`config.mk`:
```
export PLATFORM = sky130hd
export DESIGN_NAME = id_ex_stage
export DESIGN_NICKNAME = d
export VERILOG_FILES = /design/src/rtl/id_ex_stage.sv
export SDC_FILE = /design/constraint.sdc
export NUM_CORES = 1
export LEC_CHECK = 0
export BUFFER_PORTS_ARGS = -buffer_cell sky130_fd_sc_hd__clkbuf_2
export CAP_MARGIN = 20
export CORE_ASPECT_RATIO = 2
export CORE_MARGIN = 2
export CORE_UTILIZATION = 40
export DETAILED_ROUTE_END_ITERATION = 10
export PLACE_DENSITY = 0.71
export SYNTH_ARGS = -nofsm -noshare
export SYNTH_HDL_FRONTEND = slang
export SYNTH_SLANG_ARGS = --single-unit
```
`constraint.sdc`:
```
create_clock -name clk -period 6.7 [get_ports clk]
set_input_delay 1.34 -clock clk [delete_from_list [all_inputs] [get_ports clk]]
set_output_delay 1.34 -clock clk [all_outputs]
set_load 0.005 [all_outputs]
```
`src/rtl/id_ex_stage.sv`:
```
// ID/EX boundary: decodes the ID instruction into control + ALU op, registers it with operands,
// inserts bubbles on load-use hazards; 1-cycle latency, stallOut holds IF/ID, EX always advances.
module id_ex_stage #(
    parameter int DATA_W    = 32,
    parameter int ILL_CNT_W = 8
) (
    input  logic                 clk,
    input  logic                 reset,
    input  logic                 idValid,
    input  logic [31:0]          idInstr,
    input  logic [DATA_W-1:0]    idReadData1,
    input  logic [DATA_W-1:0]    idReadData2,
    input  logic                 flush,
    output logic                 stallOut,
    output logic                 exValid,
    output logic [3:0]           exAluOp,
    output logic                 exRegWrite,
    output logic                 exMemRead,
    output logic                 exMemWrite,
    output logic                 exAluSrc,
    output logic                 exRegDst,
    output logic                 exMemToReg,
    output logic                 exBranch,
    output logic [DATA_W-1:0]    exReadData1,
    output logic [DATA_W-1:0]    exReadData2,
    output logic [DATA_W-1:0]    exImm,
    output logic [4:0]           exRs,
    output logic [4:0]           exRt,
    output logic [4:0]           exRd,
    output logic [4:0]           exShamt,
    output logic [ILL_CNT_W-1:0] illegalCount
);

    localparam logic [3:0] ALU_ADD  = 4'h0;
    localparam logic [3:0] ALU_SUB  = 4'h1;
    localparam logic [3:0] ALU_AND  = 4'h2;
    localparam logic [3:0] ALU_OR   = 4'h3;
    localparam logic [3:0] ALU_XOR  = 4'h4;
    localparam logic [3:0] ALU_NOR  = 4'h5;
    localparam logic [3:0] ALU_SLT  = 4'h6;
    localparam logic [3:0] ALU_SLL  = 4'h7;
    localparam logic [3:0] ALU_SRL  = 4'h8;
    localparam logic [3:0] ALU_SRA  = 4'h9;
    localparam logic [3:0] ALU_LUI  = 4'hA;
    localparam logic [3:0] ALU_SLTU = 4'hB;

    logic [5:0]  opcode;
    logic [5:0]  funct;
    logic [4:0]  rs;
    logic [4:0]  rt;
    logic [15:0] imm;

    assign opcode = idInstr[31:26];
    assign funct  = idInstr[5:0];
    assign rs     = idInstr[25:21];
    assign rt     = idInstr[20:16];
    assign imm    = idInstr[15:0];

    logic [3:0] dec_alu_op;
    logic dec_reg_write, dec_mem_read, dec_mem_write, dec_alu_src;
    logic dec_reg_dst, dec_mem_to_reg, dec_branch;
    logic dec_legal, dec_zext, uses_rt;

    always_comb begin
        dec_alu_op     = ALU_ADD;
        dec_reg_write  = 1'b0;
        dec_mem_read   = 1'b0;
        dec_mem_write  = 1'b0;
        dec_alu_src    = 1'b0;
        dec_reg_dst    = 1'b0;
        dec_mem_to_reg = 1'b0;
        dec_branch     = 1'b0;
        dec_legal      = 1'b1;
        dec_zext       = 1'b0;
        uses_rt        = 1'b0;
        case (opcode)
            6'h00: begin
                dec_reg_dst   = 1'b1;
                dec_reg_write = 1'b1;
                uses_rt       = 1'b1;
                case (funct)
                    6'h20, 6'h21: dec_alu_op = ALU_ADD;
                    6'h22, 6'h23: dec_alu_op = ALU_SUB;
                    6'h24:        dec_alu_op = ALU_AND;
                    6'h25:        dec_alu_op = ALU_OR;
                    6'h26:        dec_alu_op = ALU_XOR;
                    6'h27:        dec_alu_op = ALU_NOR;
                    6'h2A:        dec_alu_op = ALU_SLT;
                    6'h2B:        dec_alu_op = ALU_SLTU;
                    6'h00:        dec_alu_op = ALU_SLL;
                    6'h02:        dec_alu_op = ALU_SRL;
                    6'h03:        dec_alu_op = ALU_SRA;
                    default:      dec_legal  = 1'b0;
                endcase
            end
            6'h08, 6'h09: begin dec_alu_op = ALU_ADD;  dec_alu_src = 1'b1; dec_reg_write = 1'b1; end
            6'h0C: begin dec_alu_op = ALU_AND;  dec_alu_src = 1'b1; dec_reg_write = 1'b1; dec_zext = 1'b1; end
            6'h0D: begin dec_alu_op = ALU_OR;   dec_alu_src = 1'b1; dec_reg_write = 1'b1; dec_zext = 1'b1; end
            6'h0E: begin dec_alu_op = ALU_XOR;  dec_alu_src = 1'b1; dec_reg_write = 1'b1; dec_zext = 1'b1; end
            6'h0A: begin dec_alu_op = ALU_SLT;  dec_alu_src = 1'b1; dec_reg_write = 1'b1; end
            6'h0B: begin dec_alu_op = ALU_SLTU; dec_alu_src = 1'b1; dec_reg_write = 1'b1; end
            6'h0F: begin dec_alu_op = ALU_LUI;  dec_alu_src = 1'b1; dec_reg_write = 1'b1; end
            6'h23: begin
                dec_alu_op     = ALU_ADD;
                dec_alu_src    = 1'b1;
                dec_mem_read   = 1'b1;
                dec_mem_to_reg = 1'b1;
                dec_reg_write  = 1'b1;
            end
            6'h2B: begin dec_alu_op = ALU_ADD; dec_alu_src = 1'b1; dec_mem_write = 1'b1; uses_rt = 1'b1; end
            6'h04, 6'h05: begin dec_alu_op = ALU_SUB; dec_branch = 1'b1; uses_rt = 1'b1; end
            default: dec_legal = 1'b0;
        endcase
    end

    logic                 valid_q, valid_d;
    logic [3:0]           alu_op_q, alu_op_d;
    logic                 reg_write_q, reg_write_d, mem_read_q, mem_read_d;
    logic                 mem_write_q, mem_write_d, alu_src_q, alu_src_d;
    logic                 reg_dst_q, reg_dst_d, mem_to_reg_q, mem_to_reg_d;
    logic                 branch_q, branch_d;
    logic [DATA_W-1:0]    rd1_q, rd1_d, rd2_q, rd2_d, imm_q, imm_d;
    logic [4:0]           rs_q, rs_d, rt_q, rt_d, rd_q, rd_d, shamt_q, shamt_d;
    logic [ILL_CNT_W-1:0] ill_cnt_q, ill_cnt_d;

    logic hazard, load_en, ill_inc;

    // rs is always read; rt only matters when the ID instruction actually consumes it.
    assign hazard = valid_q & mem_read_q & (rt_q != 5'd0) & idValid &
                    ((rt_q == rs) | (uses_rt & (rt_q == rt)));
    assign stallOut = hazard & ~flush;
    assign load_en  = ~flush & ~hazard & idValid & dec_legal;
    assign ill_inc  = ~flush & ~hazard & idValid & ~dec_legal;

    always_comb begin
        valid_d      = 1'b0;
        alu_op_d     = 4'h0;
        reg_write_d  = 1'b0;
        mem_read_d   = 1'b0;
        mem_write_d  = 1'b0;
        alu_src_d    = 1'b0;
        reg_dst_d    = 1'b0;
        mem_to_reg_d = 1'b0;
        branch_d     = 1'b0;
        rd1_d        = '0;
        rd2_d        = '0;
        imm_d        = '0;
        rs_d         = 5'd0;
        rt_d         = 5'd0;
        rd_d         = 5'd0;
        shamt_d      = 5'd0;
        if (load_en) begin
            valid_d      = 1'b1;
            alu_op_d     = dec_alu_op;
            reg_write_d  = dec_reg_write;
            mem_read_d   = dec_mem_read;
            mem_write_d  = dec_mem_write;
            alu_src_d    = dec_alu_src;
            reg_dst_d    = dec_reg_dst;
            mem_to_reg_d = dec_mem_to_reg;
            branch_d     = dec_branch;
            rd1_d        = idReadData1;
            rd2_d        = idReadData2;
            imm_d        = dec_zext ? {{(DATA_W-16){1'b0}}, imm} : {{(DATA_W-16){imm[15]}}, imm};
            rs_d         = rs;
            rt_d         = rt;
            rd_d         = idInstr[15:11];
            shamt_d      = idInstr[10:6];
        end
        ill_cnt_d = ill_cnt_q;
        if (ill_inc && !(&ill_cnt_q))
            ill_cnt_d = ill_cnt_q + {{(ILL_CNT_W-1){1'b0}}, 1'b1};
    end

    always_ff @(posedge clk or posedge reset) begin
        if (reset) begin
            valid_q      <= 1'b0;
            alu_op_q     <= 4'h0;
            reg_write_q  <= 1'b0;
            mem_read_q   <= 1'b0;
            mem_write_q  <= 1'b0;
            alu_src_q    <= 1'b0;
            reg_dst_q    <= 1'b0;
            mem_to_reg_q <= 1'b0;
            branch_q     <= 1'b0;
            rd1_q        <= '0;
            rd2_q        <= '0;
            imm_q        <= '0;
            rs_q         <= 5'd0;
            rt_q         <= 5'd0;
            rd_q         <= 5'd0;
            shamt_q      <= 5'd0;
            ill_cnt_q    <= '0;
        end else begin
            valid_q      <= valid_d;
            alu_op_q     <= alu_op_d;
            reg_write_q  <= reg_write_d;
            mem_read_q   <= mem_read_d;
            mem_write_q  <= mem_write_d;
            alu_src_q    <= alu_src_d;
            reg_dst_q    <= reg_dst_d;
            mem_to_reg_q <= mem_to_reg_d;
            branch_q     <= branch_d;
            rd1_q        <= rd1_d;
            rd2_q        <= rd2_d;
            imm_q        <= imm_d;
            rs_q         <= rs_d;
            rt_q         <= rt_d;
            rd_q         <= rd_d;
            shamt_q      <= shamt_d;
            ill_cnt_q    <= ill_cnt_d;
        end
    end

    assign exValid      = valid_q;
    assign exAluOp      = alu_op_q;
    assign exRegWrite   = reg_write_q;
    assign exMemRead    = mem_read_q;
    assign exMemWrite   = mem_write_q;
    assign exAluSrc     = alu_src_q;
    assign exRegDst     = reg_dst_q;
    assign exMemToReg   = mem_to_reg_q;
    assign exBranch     = branch_q;
    assign exReadData1  = rd1_q;
    assign exReadData2  = rd2_q;
    assign exImm        = imm_q;
    assign exRs         = rs_q;
    assign exRt         = rt_q;
    assign exRd         = rd_q;
    assign exShamt      = shamt_q;
    assign illegalCount = ill_cnt_q;

endmodule

```
==> out/metrics.cfg, run 1 <==
[clock_tree]
htree_levels = 3
cts_root_buffer = clkbuf_16
cts_resized = 0
cts_tree = built
clockBufferDepth = 2
cts_setup_buffers = 0
path_clk_slew_ns = 0.08
clk_latency_ns = 0.34
ctsHoldBuffers = 0
cts-buffers-inserted = 9
clock_sinks = 110

[global_routing]
top_usage_layer = met2
grt_overflow = 0
track_usage_pct = 18.1
antenna_found_initial = 0
use_met1_pct = 18.8
grt_use_met3_pct = 6.02
grt_pass1_vias = 3394
use_met2_pct = 32.0
grt_pass1_wl_um = 16700
grt_max_degree = 92

[power]
p_leak_uw = 0.00324
seq_power_share_pct = 52.0
clockPowerShare_pct = 37.2
power_density_nw_per_um2 = 238
internal_power_uw = 1030
power_switching_uw = 361
combinationalPowerShare_pct = 10.8
p_sw_share_pct = 26.0
ir_drop_v = 0.000172

[place]
dp.cells = 703
dp_hpwl_um = 8330
place.gp.congestion = 0.815
port_buffers = 236

[min_path]
hold_path_class = register to register

[logic_synthesis]
syn_inst = 371
synth_edf_count = 0
synth_top_area_share_pct = 61.7
ys_warn_count = 0
synth.avg_cell_area_um2 = 12.0
syn_nets = 472
synth_area_leaders = dfrtp_1 (62%), and2_1 (12%), buf_4 (4.5%)
synth_common_cells = dfrtp_1 (110), and2_1 (89), buf_4 (27)
synthArstFlopShare_pct = 100
synth_area_um2 = 4460
synth-seq-area-share_pct = 61.7
synth_top_flop_cell = dfrtp_1
yosysMostFrequentCell = dfrtp_1
ys_types = 46
ys_seq_elements = 110
synth.largest_area_cell = dfrtp_1

[worst_setup_path]
end_kind = primary output
crit_arrival_ns = 2.79
critPathMaxFanout = 11
crit_path_max_incr_delay_ns = 0.47
critPathKind = primary input to primary output
slowest_stage = nor4b_2
start_kind = primary input
worstPathRequired_ns = 5.36
crit_chain = clkbuf_2 -> and4b_1 -> a22oi_1 -> nor4b_2 -> nor2_1 -> nor2_1 -> clkbuf_2

[route]
dr.pass1.iters = 4
viasPerCell = 4.65
routed_wl_um = 10800
drc = 0
vias = 3340
wl_per_cell_um = 15.1
ant_nets = 0
drtIter0Drc = 115

[timing]
setup-violations-final = 0
slew_headroom_pct = 52.1
hold_violations = 0
fin_skew_ns = 0.00765
worst_pin_slew_ns = 0.718
fin_crit_ns = 4.13
rsz0062_at_grt = no
slew_viol_final = 0
post-route-period-util_pct = 61.6
fmax_mhz = 242
tns_ns = 0

[finish]
syn2layout_area_growth_pct = 30.6
drive_above_1_share_pct = 46.2
antenna_cells = 0
post-route-util_pct = 53.5
layoutNonFillerInstCount = 718
nNetsFinal = 675

[die]
die_area_um2 = 12100
die_x_um = 78.7
num_rows = 54
core_region_area_um2 = 10900
start_util_pct = 41.0
die_y_um = 153
ios = 237

[status]
status = finished clean

[job]
cap_viol_max_count = 0

power groups by stage:
stage | combinational (uW) | sequential (uW) | clock, uW
final | 149 | 720 | 516
after global routing | 168 | 725 | 559
after CTS | 153 | 721 | 529
after detailed placement | 152 | 734 | 0
after global placement | 147 | 732 | 0
after floorplan | 75.2 | 733 | 0
per-stage QoR:
stage | instance area, um2 | hold slack [ns] | setup WS (ns) | total power (uW)
after floorplan | 4460 | 0.503 | 2.46 | 808
after global placement | 5530 | 0.506 | 2.59 | 878
after detailed placement | 5530 | 0.516 | 2.56 | 886
after CTS | 5820 | 0.531 | 2.56 | 1400
after global routing | 5820 | 0.561 | 2.46 | 1450
final | 5820 | 0.528 | 2.57 | 1390
path summary, 6_finish.rpt:
check,startpoint,to,slack (ns),depth (start not counted)
min in group asynchronous,reset,exReadData2[24],1.06,2
worst max register to register,exRt[1],exAluOp[0],3.78,7
worst max-delay path,idInstr[26],stallOut,2.57,7
worst min-delay path,illegalCount[0],illegalCount[0],0.53,1
worst min register to register,illegalCount[0],illegalCount[0],0.53,1
max in group asynchronous,reset,exReadData2[27],4.47,3
critical path, delay by kind of cell:
kind,cells,cell delay (ns)
buf+inv,2,0.35
simple gates,4,0.99
compound gates,1,0.10
area by class of cell:
type,count,area (um2)
sequential,110,2750
timing repair buffer,238,1200
multi-input combinational,212,1400
tap,140,175
clock inverter,6,62.6
fill,980,5060
clock buffer,9,225
inverter,3,13.8
layout by cell type, fill, tap and decap left out, types with 3 or more instances in the layout:
master     Yosys  routed
xnor2_1        7       7
and2_1        89      89
inv_6          0       4
xor2_1         9       9
a21oi_1        5       5
nand2b_1       5       5
nor2_1        23      23
clkbuf_2       0     236
dfrtp_1      110     110
nand3_1        7       7
nor3_1         7       7
nor4_1         3       3
nand2_1       13      13
o21ai_0        4       4
clkbuf_16      0       9
cells by family (layout without fill, tap and decap cells):
group / after synthesis / in the layout / share of synthesized area (%)
multiplexers: 2 / 2 / 0.505
adder cells (fa/ha/maj): 1 / 1 / 0.281
AND/OR/NAND/NOR: 166 / 166 / 22.1
XOR/XNOR: 16 / 16 / 3.14
buffers and inverters: 49 / 256 / 6.96
flip-flops: 110 / 110 / 61.7
AO/OA/AOI/OAI: 27 / 27 / 5.25
flip-flops by register name, indices dropped and copies added, names as in the netlist, 4 cells and up:
register      count
exAluOp           4
exImm             9
exRd              4
exReadData1      32
exReadData2      32
exRs              5
exRt              5
exShamt           4
illegalCount      8
layer usage:
layer  up-vias  routed length, um  share of wire [%]
met5         -                  0                  0
met4         0                348                3.2
met3        25                870                8.0
met2       172               5700                 53
met1      1563               3890                 36
li1       1580                  -                  -
Power figures use the tool's default switching activity.
==> run 2: changes to the inputs <==
==> constraint.sdc (replaced) <==
create_clock -name clk -period 4.2 [get_ports clk]
set_input_delay 0.84 -clock clk [delete_from_list [all_inputs] [get_ports clk]]
set_output_delay 0.84 -clock clk [all_outputs]
set_load 0.005 [all_outputs]
==> run 2 against run 1 <==
Largest power group unchanged. Worst setup slack worse by 1.6 ns. Non-clock buffer count rose by 2. Worst hold slack worse by 0.12 ns. First-iteration DRC count grew 19%. Clock skew rose by 0.0012 ns. Sequential power increased by 60%. Count of clock-buffer cells in the layout rose by 1.
==> out/metrics.cfg, run 2 (synthesized netlist as in run 1, its figures left out) <==
[place]
dp.cells = 704
place.gp.congestion = 0.809
placedInstanceArea_um2 = 5540
dp_hpwl_um = 8270
port_buffers = 236

[timing]
hold_violations = 0
tns_ns = 0
worst_pin_slew_ns = 0.780
fin_crit_ns = 3.21
timing.hold.ws_ns = 0.409
slew_headroom_pct = 47.5
setup-violations-final = 0
slew_viol_final = 0
rsz0062_at_grt = no
post-route-period-util_pct = 76.5
fin_skew_ns = 0.00882
fmax_mhz = 311

[die]
die_area_um2 = 12100
die_y_um = 153
core_region_area_um2 = 10900
num_rows = 54
start_util_pct = 41.0
ios = 237
die_x_um = 78.7

[worst_setup_path]
worstPathRequired_ns = 3.36
crit_arrival_ns = 2.37
end_kind = primary output
crit_start = idInstr[28]
critPathMaxFanout = 11
worstReg2RegStart = exRt[1]
critPathKind = primary input to primary output
start_kind = primary input

[finish]
seqCellArea_um2 = 2750
final_common_cell = clkbuf_2
fill_cells = 943
drive_above_1_share_pct = 46.3
nNetsFinal = 677
final_area_um2 = 5860
syn2layout_area_growth_pct = 31.4
antenna_cells = 0
most-common-layout-cells = clkbuf_2 (236), dfrtp_1 (110), and2_1 (89), nor2_1 (23), nand2_1 (13)
post-route-util_pct = 53.8
multi_input_comb_area_um2 = 1400
layoutNonFillerInstCount = 721

[global_routing]
grt_max_degree = 85
track_usage_pct = 18.3
grt_pass1_vias = 3484
grt_pass1_wl_um = 17000
antenna_found_initial = 0
grt_overflow = 0

[route]
viasPerCell = 4.69
vias = 3382
ant_nets = 0
wl_per_cell_um = 14.9
drtIter0Drc = 137
routed_wl_um = 10800
drc = 0
dr.pass1.iters = 4

[min_path]
hold_path_class = primary input to asynchronous set/reset pin

[clock_tree]
htree_levels = 3
clockBufferDepth = 2
clock_sinks = 110
cts_setup_buffers = 0
cts-buffers-inserted = 9
clk_latency_ns = 0.34
path_clk_slew_ns = 0.08
cts_root_buffer = clkbuf_16
cts_tree = built
ctsHoldBuffers = 0
cts_resized = 0

[job]
cap_viol_max_count = 0

[power]
power_density_nw_per_um2 = 377
p_leak_uw = 0.00326
ir_drop_v = 0.000203

[status]
status = finished clean

run 2: path summary, 6_finish.rpt:
kind	end	slack, ns	cells after the start
setup / recovery	stallOut	0.99	7
hold / removal	exReadData2[20]	0.41	2
setup reg to reg	illegalCount[1]	1.74	6
hold reg to reg	illegalCount[0]	0.52	1
max in group asynchronous	exReadData1[23]	2.81	4
min in group clk	illegalCount[0]	0.52	1
run 2: layout make-up:
class	instances	area share, %
sequential	110	47.0
tap	140	2.99
clock inverter	6	1.03
timing repair buffer	240	21.0
inverter	3	0.235
multi-input combinational	212	23.8
clock buffer	10	3.91
run 2: metrics by stage:
step | worst slack (ns) | power [uW]
2_1_floorplan | 0.458 | 1290
3_3_place_gp | 1.08 | 1400
3_5_place_dp | 1.03 | 1410
4_1_cts | 0.973 | 2240
5_1_grt | 0.859 | 2320
6_report | 0.986 | 2210
run 2: where the power goes:
part / switching, uW / internal (uW) / total (uW)
Sequential: 46.5 / 1100 / 1150
Combinational: 122 / 118 / 240
Clock: 398 / 421 / 819
run 2: metal layers:
metal | vias to the layer above | track usage [%] | wire (um)
li1 | 1579 | - | -
met1 | 1595 | 19.2 | 3660
met2 | 185 | 31.9 | 5890
met3 | 23 | 5.96 | 887
met4 | 0 | 9.27 | 321
met5 | - | 0 | 0
run 2: worst max-delay path, cell delays in order:
cell      delay, ns
clkbuf_2       0.19
and4b_1        0.36
a22oi_1        0.10
nor4b_2        0.53
nor2_1         0.11
nor2_1         0.12
clkbuf_2       0.12
==> run 3: changes to the inputs <==
--- a/config.mk
+++ b/config.mk
@@ -11,7 +11,7 @@
 export CORE_MARGIN = 2
 export CORE_UTILIZATION = 40
 export DETAILED_ROUTE_END_ITERATION = 10
-export PLACE_DENSITY = 0.71
+export PLACE_DENSITY = 0.73
 export SYNTH_ARGS = -nofsm -noshare
 export SYNTH_HDL_FRONTEND = slang
 export SYNTH_SLANG_ARGS = --single-unit
==> constraint.sdc (replaced) <==
create_clock -name clk -period 2.9 [get_ports clk]
set_input_delay 0.58 -clock clk [delete_from_list [all_inputs] [get_ports clk]]
set_output_delay 0.58 -clock clk [all_outputs]
set_load 0.005 [all_outputs]
==> run 3 against run 2 <==
Via count shrank 0.50%. Sequential power up 45%. Sequential share of layout area is 0.40 points lower. Clock power increased by 47%. Register-to-register slack got worse by 1.3 ns. Non-clock buffer count up 4. Die area is the same. Clock skew down 0.0013 ns. Total power grew 46%. Sequential cell count did not move. Routed wire length decreased by 1.4%. Worst setup slack lost 0.64 ns. Largest power group unchanged. Highest routed layer unchanged.
==> out/metrics.cfg, run 3 (synthesized netlist as in run 1, its figures left out) <==
[worst_setup_path]
critPathMaxFanout = 4
end_kind = primary output
slowest_stage = or4_1
worstRegToRegCells = 6
cp_common_cell = nor2_1
cp.depth = 7
critPathKind = register to primary output
crit_start = exRt[1]
crit_arrival_ns = 1.98
worstReg2RegStart = exRt[1]
crit_path_max_incr_delay_ns = 0.55
crit_end = stallOut
crit_family = simple AND/OR/NAND/NOR gates
regToRegEndpoint = illegalCount[1]
r2r_setup_slack_ns = 0.45
crit_buf_inv = 2
crit_chain = or4_1 -> o21ai_2 -> nor4_1 -> buf_4 -> nor2_1 -> nor2_1 -> clkbuf_2
start_kind = register
worstPathRequired_ns = 2.32

[clock_tree]
clock_sinks = 110
cts_resized = 0
cts-buffers-inserted = 9
htree_levels = 3
clk_latency_ns = 0.34
path_clk_slew_ns = 0.08
clockBufferDepth = 2
ctsHoldBuffers = 0
cts_root_buffer = clkbuf_16
cts_setup_buffers = 0
cts_tree = built

[timing]
tns_ns = 0
worst_pin_slew_ns = 0.846
slew_viol_final = 0
setup-violations-final = 0
timing.hold.ws_ns = 0.384
fmax_mhz = 391
fin_crit_ns = 2.56
hold_violations = 0
post-route-period-util_pct = 88.2
slew_headroom_pct = 43.5
rsz0062_at_grt = no
fin_skew_ns = 0.00756
setup_slack_ns = 0.343

[finish]
antenna_cells = 0
seqCellArea_um2 = 2750
final_common_cell = clkbuf_2
most-common-layout-cells = clkbuf_2 (236), dfrtp_1 (110), and2_1 (89), nor2_1 (23), nand2_1 (13)
syn2layout_area_growth_pct = 32.5
final_area_um2 = 5910
nNetsFinal = 681
fill_cells = 948
drive_above_1_share_pct = 46.8
multi_input_comb_area_um2 = 1400

[global_routing]
antenna_found_initial = 0
grt_overflow = 0
grt_max_degree = 70
grt_pass1_vias = 3410
track_usage_pct = 18.0
grt_pass1_wl_um = 16800

[route]
drc = 0
routed_wl_um = 10600
dr.pass1.iters = 4
ant_nets = 0
drtIter0Drc = 144
vias = 3365
wl_per_cell_um = 14.6
viasPerCell = 4.64

[place]
place_ws_ns = 0.163
place.gp.congestion = 0.867
placedInstanceArea_um2 = 5600
dp_hpwl_um = 8410
port_buffers = 236

[min_path]
hold_path_class = primary input to asynchronous set/reset pin

[die]
die_area_um2 = 12100
num_rows = 54
ios = 237
die_x_um = 78.7
core_region_area_um2 = 10900
start_util_pct = 41.0
die_y_um = 153

[job]
cap_viol_max_count = 0

[status]
status = finished clean

[power]
power_uw = 3220
p_leak_uw = 0.00328
ir_drop_v = 0.000303
power_density_nw_per_um2 = 545

run 3: changes by cell type in the layout (fill, tap and decap cells not counted):
cell	previous run	this run
buf_4	3	6
buf_12	0	2
clkinv_8	0	2
clkinvlp_4	0	2
inv_8	3	1
buf_16	1	0
clkbuf_1	1	0
inv_4	1	0
run 3: worst min-delay path by stage:
stage	endpoint	from	cells after the start	slack (ns)
floorplan	illegalCount[5]	illegalCount[5]	1	0.50
global placement	illegalCount[5]	illegalCount[5]	1	0.51
detailed placement	illegalCount[0]	illegalCount[0]	1	0.51
CTS	exReadData2[0]	reset	2	0.40
global route	exReadData2[14]	idReadData2[14]	2	0.42
finish	exReadData2[17]	reset	2	0.38
run 3: power by group:
| part | internal [uW] | total, uW | switching (uW) | leakage, uW |
|---|---|---|---|---|
| Sequential | 1600 | 1670 | 69.3 | 0.00151 |
| Clock | 611 | 1200 | 588 | 0.000144 |
| Combinational | 173 | 351 | 178 | 0.00162 |
| Total | 2380 | 3220 | 835 | 0.00328 |
run 3: layout make-up:
class / count / share of cell area [%]
Sequential cell: 110 / 46.6
Inverter: 3 / 0.254
Tap cell: 140 / 2.97
Multi-Input combinational cell: 212 / 23.6
Timing Repair Buffer: 244 / 21.4
Clock inverter: 7 / 1.31
Clock buffer: 9 / 3.81
run 3: stage by stage:
stage	util, %	instances
finish	54.3	725
floorplan	-	371
CTS	54.3	725
global route	54.3	725
global placement	51.5	709
detailed placement	51.5	709
run 3: layer usage:
| layer | share of wire, % | track usage, % |
|---|---|---|
| met5 | 0 | 0 |
| met1 | 36 | 19.5 |
| met4 | 3.6 | 9.19 |
| met3 | 7.9 | 4.55 |
| met2 | 52 | 31.7 |
